<file path="src/rtl/pc_interface_pkg.sv">
// -----------------------------------------------------------------------------
// pc_interface_pkg
//   Definitions shared between the PC-link packet decoder and the Wishbone
//   command master: the master's state encoding and the default data word
//   returned on a failed read, which the decoder also uses in error replies.
// -----------------------------------------------------------------------------
package pc_interface_pkg;

  // IDLE waits for a command strobe; BUS holds one classic Wishbone cycle.
  typedef enum logic {
    IDLE = 1'b0,
    BUS  = 1'b1
  } wb_state_t;

  // Read data reported when a bus cycle ends in error or times out.
  localparam logic [31:0] ERR_DATA_DEFAULT = 32'hDEAD_BEEF;

endpackage : pc_interface_pkg

</file>
<file path="src/rtl/cpu_wb_master.sv">
// -----------------------------------------------------------------------------
// cpu_wb_master
//   Wishbone B3 classic-cycle master executing single read/write commands from
//   the packet decoder. A watchdog aborts any cycle the slave never answers.
//
// Parameters
//   dw        data width (32 only)
//   aw        address width
//   TIMEOUT   strobe cycles without ack/err before abort; 0 disables watchdog
//   ERR_DATA  read data reported after err or timeout
//
// Ports
//   wb_clk, wb_rst      clock (rising edge), async active-low reset
//   cpu_start           one-cycle command strobe (ignored while busy)
//   cpu_address/_selection/_write/_data_wr   command fields
//   cpu_data_rd         last completed read data (held)
//   cpu_active          command in flight
//   cpu_error           last command ended in err or timeout
//   wb_*_o / wb_*_i     Wishbone master interface
// -----------------------------------------------------------------------------
module cpu_wb_master
  import pc_interface_pkg::*;
#(
  parameter int              dw       = 32,
  parameter int              aw       = 32,
  parameter int              TIMEOUT  = 255,
  parameter logic [dw-1:0]   ERR_DATA = ERR_DATA_DEFAULT
) (
  input  logic          wb_clk,
  input  logic          wb_rst,
  input  logic          cpu_start,
  input  logic [aw-1:0] cpu_address,
  input  logic [3:0]    cpu_selection,
  input  logic          cpu_write,
  input  logic [dw-1:0] cpu_data_wr,
  output logic [dw-1:0] cpu_data_rd,
  output logic          cpu_active,
  output logic          cpu_error,
  output logic [aw-1:0] wb_adr_o,
  output logic [dw-1:0] wb_dat_o,
  output logic [3:0]    wb_sel_o,
  output logic          wb_we_o,
  output logic          wb_cyc_o,
  output logic          wb_stb_o,
  input  logic [dw-1:0] wb_dat_i,
  input  logic          wb_ack_i,
  input  logic          wb_err_i
);

  // A zero TIMEOUT still needs a legal (1-bit) counter even though it is unused.
  localparam int            CW   = (TIMEOUT > 0) ? $clog2(TIMEOUT + 1) : 1;
  localparam logic [CW-1:0] TLIM = CW'(TIMEOUT);
  localparam logic [CW-1:0] TMAX = {CW{1'b1}};

  wb_state_t     state;
  logic [CW-1:0] tcnt;
  logic [CW-1:0] tcnt_inc;
  logic          timeout_hit;

  // Counter value including the BUS cycle being sampled at this edge, so the
  // abort lands exactly on the TIMEOUT-th strobe cycle.
  assign tcnt_inc    = (tcnt == TMAX) ? tcnt : tcnt + CW'(1);
  assign timeout_hit = (TIMEOUT != 0) && (tcnt_inc == TLIM);

  // The Wishbone outputs double as the command registers: they are loaded only
  // on accept, so decoder-side changes during BUS never reach the bus.
  always_ff @(posedge wb_clk or negedge wb_rst) begin
    if (!wb_rst) begin
      state       <= IDLE;
      tcnt        <= '0;
      wb_adr_o    <= '0;
      wb_dat_o    <= '0;
      wb_sel_o    <= '0;
      wb_we_o     <= 1'b0;
      wb_cyc_o    <= 1'b0;
      wb_stb_o    <= 1'b0;
      cpu_active  <= 1'b0;
      cpu_error   <= 1'b0;
      cpu_data_rd <= '0;
    end else begin
      // NOTE: non-blocking assignments keep every register reading the values
      // from before this edge, so statement order here does not matter.
      unique case (state)
        IDLE: begin
          if (cpu_start) begin
            wb_adr_o   <= cpu_address;
            wb_dat_o   <= cpu_data_wr;
            wb_sel_o   <= cpu_selection;
            wb_we_o    <= cpu_write;
            wb_cyc_o   <= 1'b1;
            wb_stb_o   <= 1'b1;
            cpu_active <= 1'b1;
            cpu_error  <= 1'b0;
            tcnt       <= '0;
            state      <= BUS;
          end
        end

        BUS: begin
          if (wb_err_i || wb_ack_i || timeout_hit) begin
            wb_cyc_o   <= 1'b0;
            wb_stb_o   <= 1'b0;
            cpu_active <= 1'b0;
            state      <= IDLE;
            // err outranks a simultaneous ack; timeout only applies when silent.
            if (wb_err_i || !wb_ack_i) begin
              cpu_error <= 1'b1;
              if (!wb_we_o) cpu_data_rd <= ERR_DATA;
            end else begin
              cpu_error <= 1'b0;
              if (!wb_we_o) cpu_data_rd <= wb_dat_i;
            end
          end else begin
            tcnt <= tcnt_inc;
          end
        end

        default: state <= IDLE;
      endcase
    end
  end

endmodule : cpu_wb_master
</file>
<file path="config.mk">
export PLATFORM = sky130hd
export DESIGN_NAME = cpu_wb_master
export DESIGN_NICKNAME = d
export VERILOG_FILES = /design/src/rtl/pc_interface_pkg.sv /design/src/rtl/cpu_wb_master.sv
export SDC_FILE = /design/constraint.sdc
export NUM_CORES = 1
export LEC_CHECK = 0
export CORE_UTILIZATION = 41
export CTS_CLUSTER_SIZE = 10
export DETAILED_ROUTE_END_ITERATION = 12
export HOLD_SLACK_MARGIN = 0.15
export MAX_ROUTING_LAYER = met4
export PLACE_DENSITY = 0.86
export SYNTH_ARGS = -nofsm -noshare
export SYNTH_HDL_FRONTEND = slang
export SYNTH_SLANG_ARGS = --single-unit
export TNS_END_PERCENT = 100
</file>
<file path="constraint.sdc">
create_clock -name wb_clk -period 2.57 [get_ports wb_clk]
set_input_delay 0.514 -clock wb_clk [delete_from_list [all_inputs] [get_ports wb_clk]]
set_output_delay 0.514 -clock wb_clk [all_outputs]
set_load 0.01 [all_outputs]
</file>
==> summary.txt <==
Max_slew headroom: 0.562
Largest net degree at the start of global routing: 77
Synth warn: 0
Critical Path Start Type: flip-flop
Synth top area share: 0.635
Drt wl/cell: 14.8 um
Final slew viol count: 0
Endpoints failing setup: 0
Ys async rst share: 1.00
Peak Freq: 420 MHz
Post-synthesis sequential area ratio: 0.635
Worst-Margin Slew: 0.654 ns
Final Hold Vio Count: 0
Final setup TNS: 0 ns
Placed Cells: 775
DR iter-0 viols: 181
Critical path buffer and inverter count: 0
Clk sinks: 112
Post-synthesis sequential element count: 112
Total CTS buffers: 9
Setup Buffers After CTS: 0
Die Area: 11200 um^2
WP data arrival: 2.69 ns
Clk slew on worst S/H paths: 0.10 ns
Total of max-cap violations: 0
Min-Delay Path Class: reg -> reg
Setup CP Type: reg -> reg
Drt drc: 0
Minimum clock period after layout: 2.38 ns
Clock buffer depth: 2
CTS tree: built
Synth top area cells: dfrtp_1 (63%), nand2_1 (18%), o22a_1 (5.0%), a22o_1 (1.6%), clkbuf_1 (1.4%)
# diodes: 0
PD cells: 662 nW/um^2
Cell Area, Synth: 4410 um^2
PortBufs: 210
Total congestion overflow: 0
Core footprint: 10400 um^2
Critical path endpoint category: flip-flop
Detailed placement HPWL: 8.44 mm
Post-route insts no fill: 790
Routed via count: 3946
Library cells used by synthesis: 39
Highest net fanout along the worst path: 24
Root buf cell: clkbuf_8
CP top delay family: compound AO/OA/AOI/OAI gates
Pre-antenna DRT Iters: 5
Synth Area per Inst: 9.99 um^2
Fillers: 788
Die Span Y: 106 um
Post-Syn Instances: 442
Unrepaired setup endpoints after global routing: false
Final net count: 758
Initial antenna violation count: 0
ANT nets after route: 0
Syn_nets: 549
Final Cycle Share: 0.927
H-tree Lvls: 3
Worst clock skew: 0.00778 ns
Final wirelength: 11.7 mm
Drt via density: 4.99
Status: completed
Die W: 106 um
Worst EP required: 2.87 ns
Peak VDD IR: 0.316 mV
Cell Rows: 37
Yosys top cell by area: dfrtp_1
Proportion of layout cells with a drive suffix above 1: 0.0505
Post-synth EDFFs: 0
Critical-path cell list: ha_1, and4_4, a21bo_2, a211o_1, a21boi_4, o22a_1
Primary FF master, synth: dfrtp_1
CP peak stage delay: 0.56 ns
Total GRT Usage: 0.222
GP Congestion: 0.960
Leakage: 3.11 nW
Io pins: 211
Initial Util: 0.426
Vias in the first global route: 3990
Clk_lat worst skew: 0.36 ns
First-pass GRT wire length: 19.1 mm
Layout area overhead: 56.5%
Slowest cell on the critical path: a21boi_4
-- state kept, by name, summed over array words and instances (netlist names) --
signal	flops
wb_we_o	1
wb_sel_o	4
tcnt	8
wb_stb_o	1
cpu_error	1
state	1
cpu_data_rd	32
wb_adr_o	32
wb_dat_o	32
-- path summary, 6_finish.rpt --
| kind | start | to | slack [ns] | depth (start not counted) |
|---|---|---|---|---|
| min | wb_adr_o[30]$_DFFE_PN0P_ | wb_adr_o[30]$_DFFE_PN0P_ | 0.48 | 2 |
| max in group asynchronous | wb_rst | wb_dat_o[19]$_DFFE_PN0P_ | 1.46 | 3 |
| max | tcnt[0]$_DFFE_PN0P_ | cpu_data_rd[23]$_DFFE_PN0P_ | 0.19 | 6 |
| max reg2reg | tcnt[0]$_DFFE_PN0P_ | cpu_data_rd[23]$_DFFE_PN0P_ | 0.19 | 6 |
| min in group asynchronous | wb_rst | cpu_data_rd[10]$_DFFE_PN0P_ | 0.49 | 2 |
| min reg2reg | wb_adr_o[30]$_DFFE_PN0P_ | wb_adr_o[30]$_DFFE_PN0P_ | 0.48 | 2 |
-- per-layer routing --
metal | wire length (um) | track usage
met1 | 4950 | 0.269
met2 | 5790 | 0.370
met3 | 755 | 0.0414
met4 | 229 | 0.0823
met5 | 0 | -
-- cells by family (layout without fill, tap and decap cells) --
group                      after synthesis  in the layout  synth area share
AOI/OAI and AO/OA                       58             58             0.110
adders and majority gates                1              1           0.00283
DFF                                    112            112             0.635
buffers and inverters                   23            235            0.0221
muxes                                    1              1           0.00227
and+or+nand+nor                        247            247             0.228
-- worst register-to-register path, cell delays in order, from the launching register on --
cell and delay (ns):
dfrtp_1 0.46, ha_1 0.25, and4_4 0.18, a21bo_2 0.24, a211o_1 0.38, a21boi_4 0.56, o22a_1 0.26
-- Yosys cell counts (all sizes together), types with 3 or more instances --
cell type	number
nor3	3
buf	5
o21a	3
nor2b	3
a21oi	3
and3	5
nand2	215
dfrtp	112
a22o	8
nand3	6
nor2	7
a31oi	3
o22a	25
clkbuf	17
-- final cells by class --
class | count | area (um^2) | share of cell area
Clock buffer | 12 | 165 | 0.0239
Multi-Input combinational cell | 307 | 1540 | 0.222
Clock inverter | 2 | 15.0 | 0.00217
Tap cell | 136 | 170 | 0.0246
Inverter | 1 | 3.75 | 0.000543
Timing Repair Buffer | 220 | 2210 | 0.321
Sequential cell | 112 | 2800 | 0.406
-- through the flow --
| stage | util | hold slack [ns] | total power [mW] | setup slack [ns] | area, um^2 |
|---|---|---|---|---|---|
| floorplan | - | 0.218 | 2.73 | 0.426 | 4410 |
| global placement | 0.647 | 0.316 | 3.59 | 0.0769 | 6710 |
| detailed placement | 0.647 | 0.315 | 3.64 | -0.0553 | 6710 |
| CTS | 0.666 | 0.463 | 4.63 | 0.189 | 6900 |
| global route | 0.666 | 0.486 | 4.82 | 0.0343 | 6910 |
| finish | 0.666 | 0.478 | 4.57 | 0.187 | 6910 |
-- cells in the final DEF, fill, tap and decap left out, types with 5 or more instances in the layout --
cell	n
nand2_1	214
nand3_1	5
clkdlybuf4s50_1	209
o22a_1	25
dfrtp_1	112
a22o_1	8
buf_4	7
and3_1	5
clkbuf_8	12
nor2_1	7
-- repair_timing --
action / CTS / global route
setup endpoints to repair: 24 / 8
gates resized for setup: 1 / 1
endpoints found under the hold margin: 2 / 0
hold buffers: 1 / 0
cloned: 0 / 0
-- where the power goes --
part	switching [mW]	total, mW	internal [mW]
registers	0.175	2.22	2.05
logic	0.570	1.38	0.806
clock network	0.552	0.975	0.423
total	1.30	4.57	3.28
Note: power is estimated with default switching activity, not from simulation.
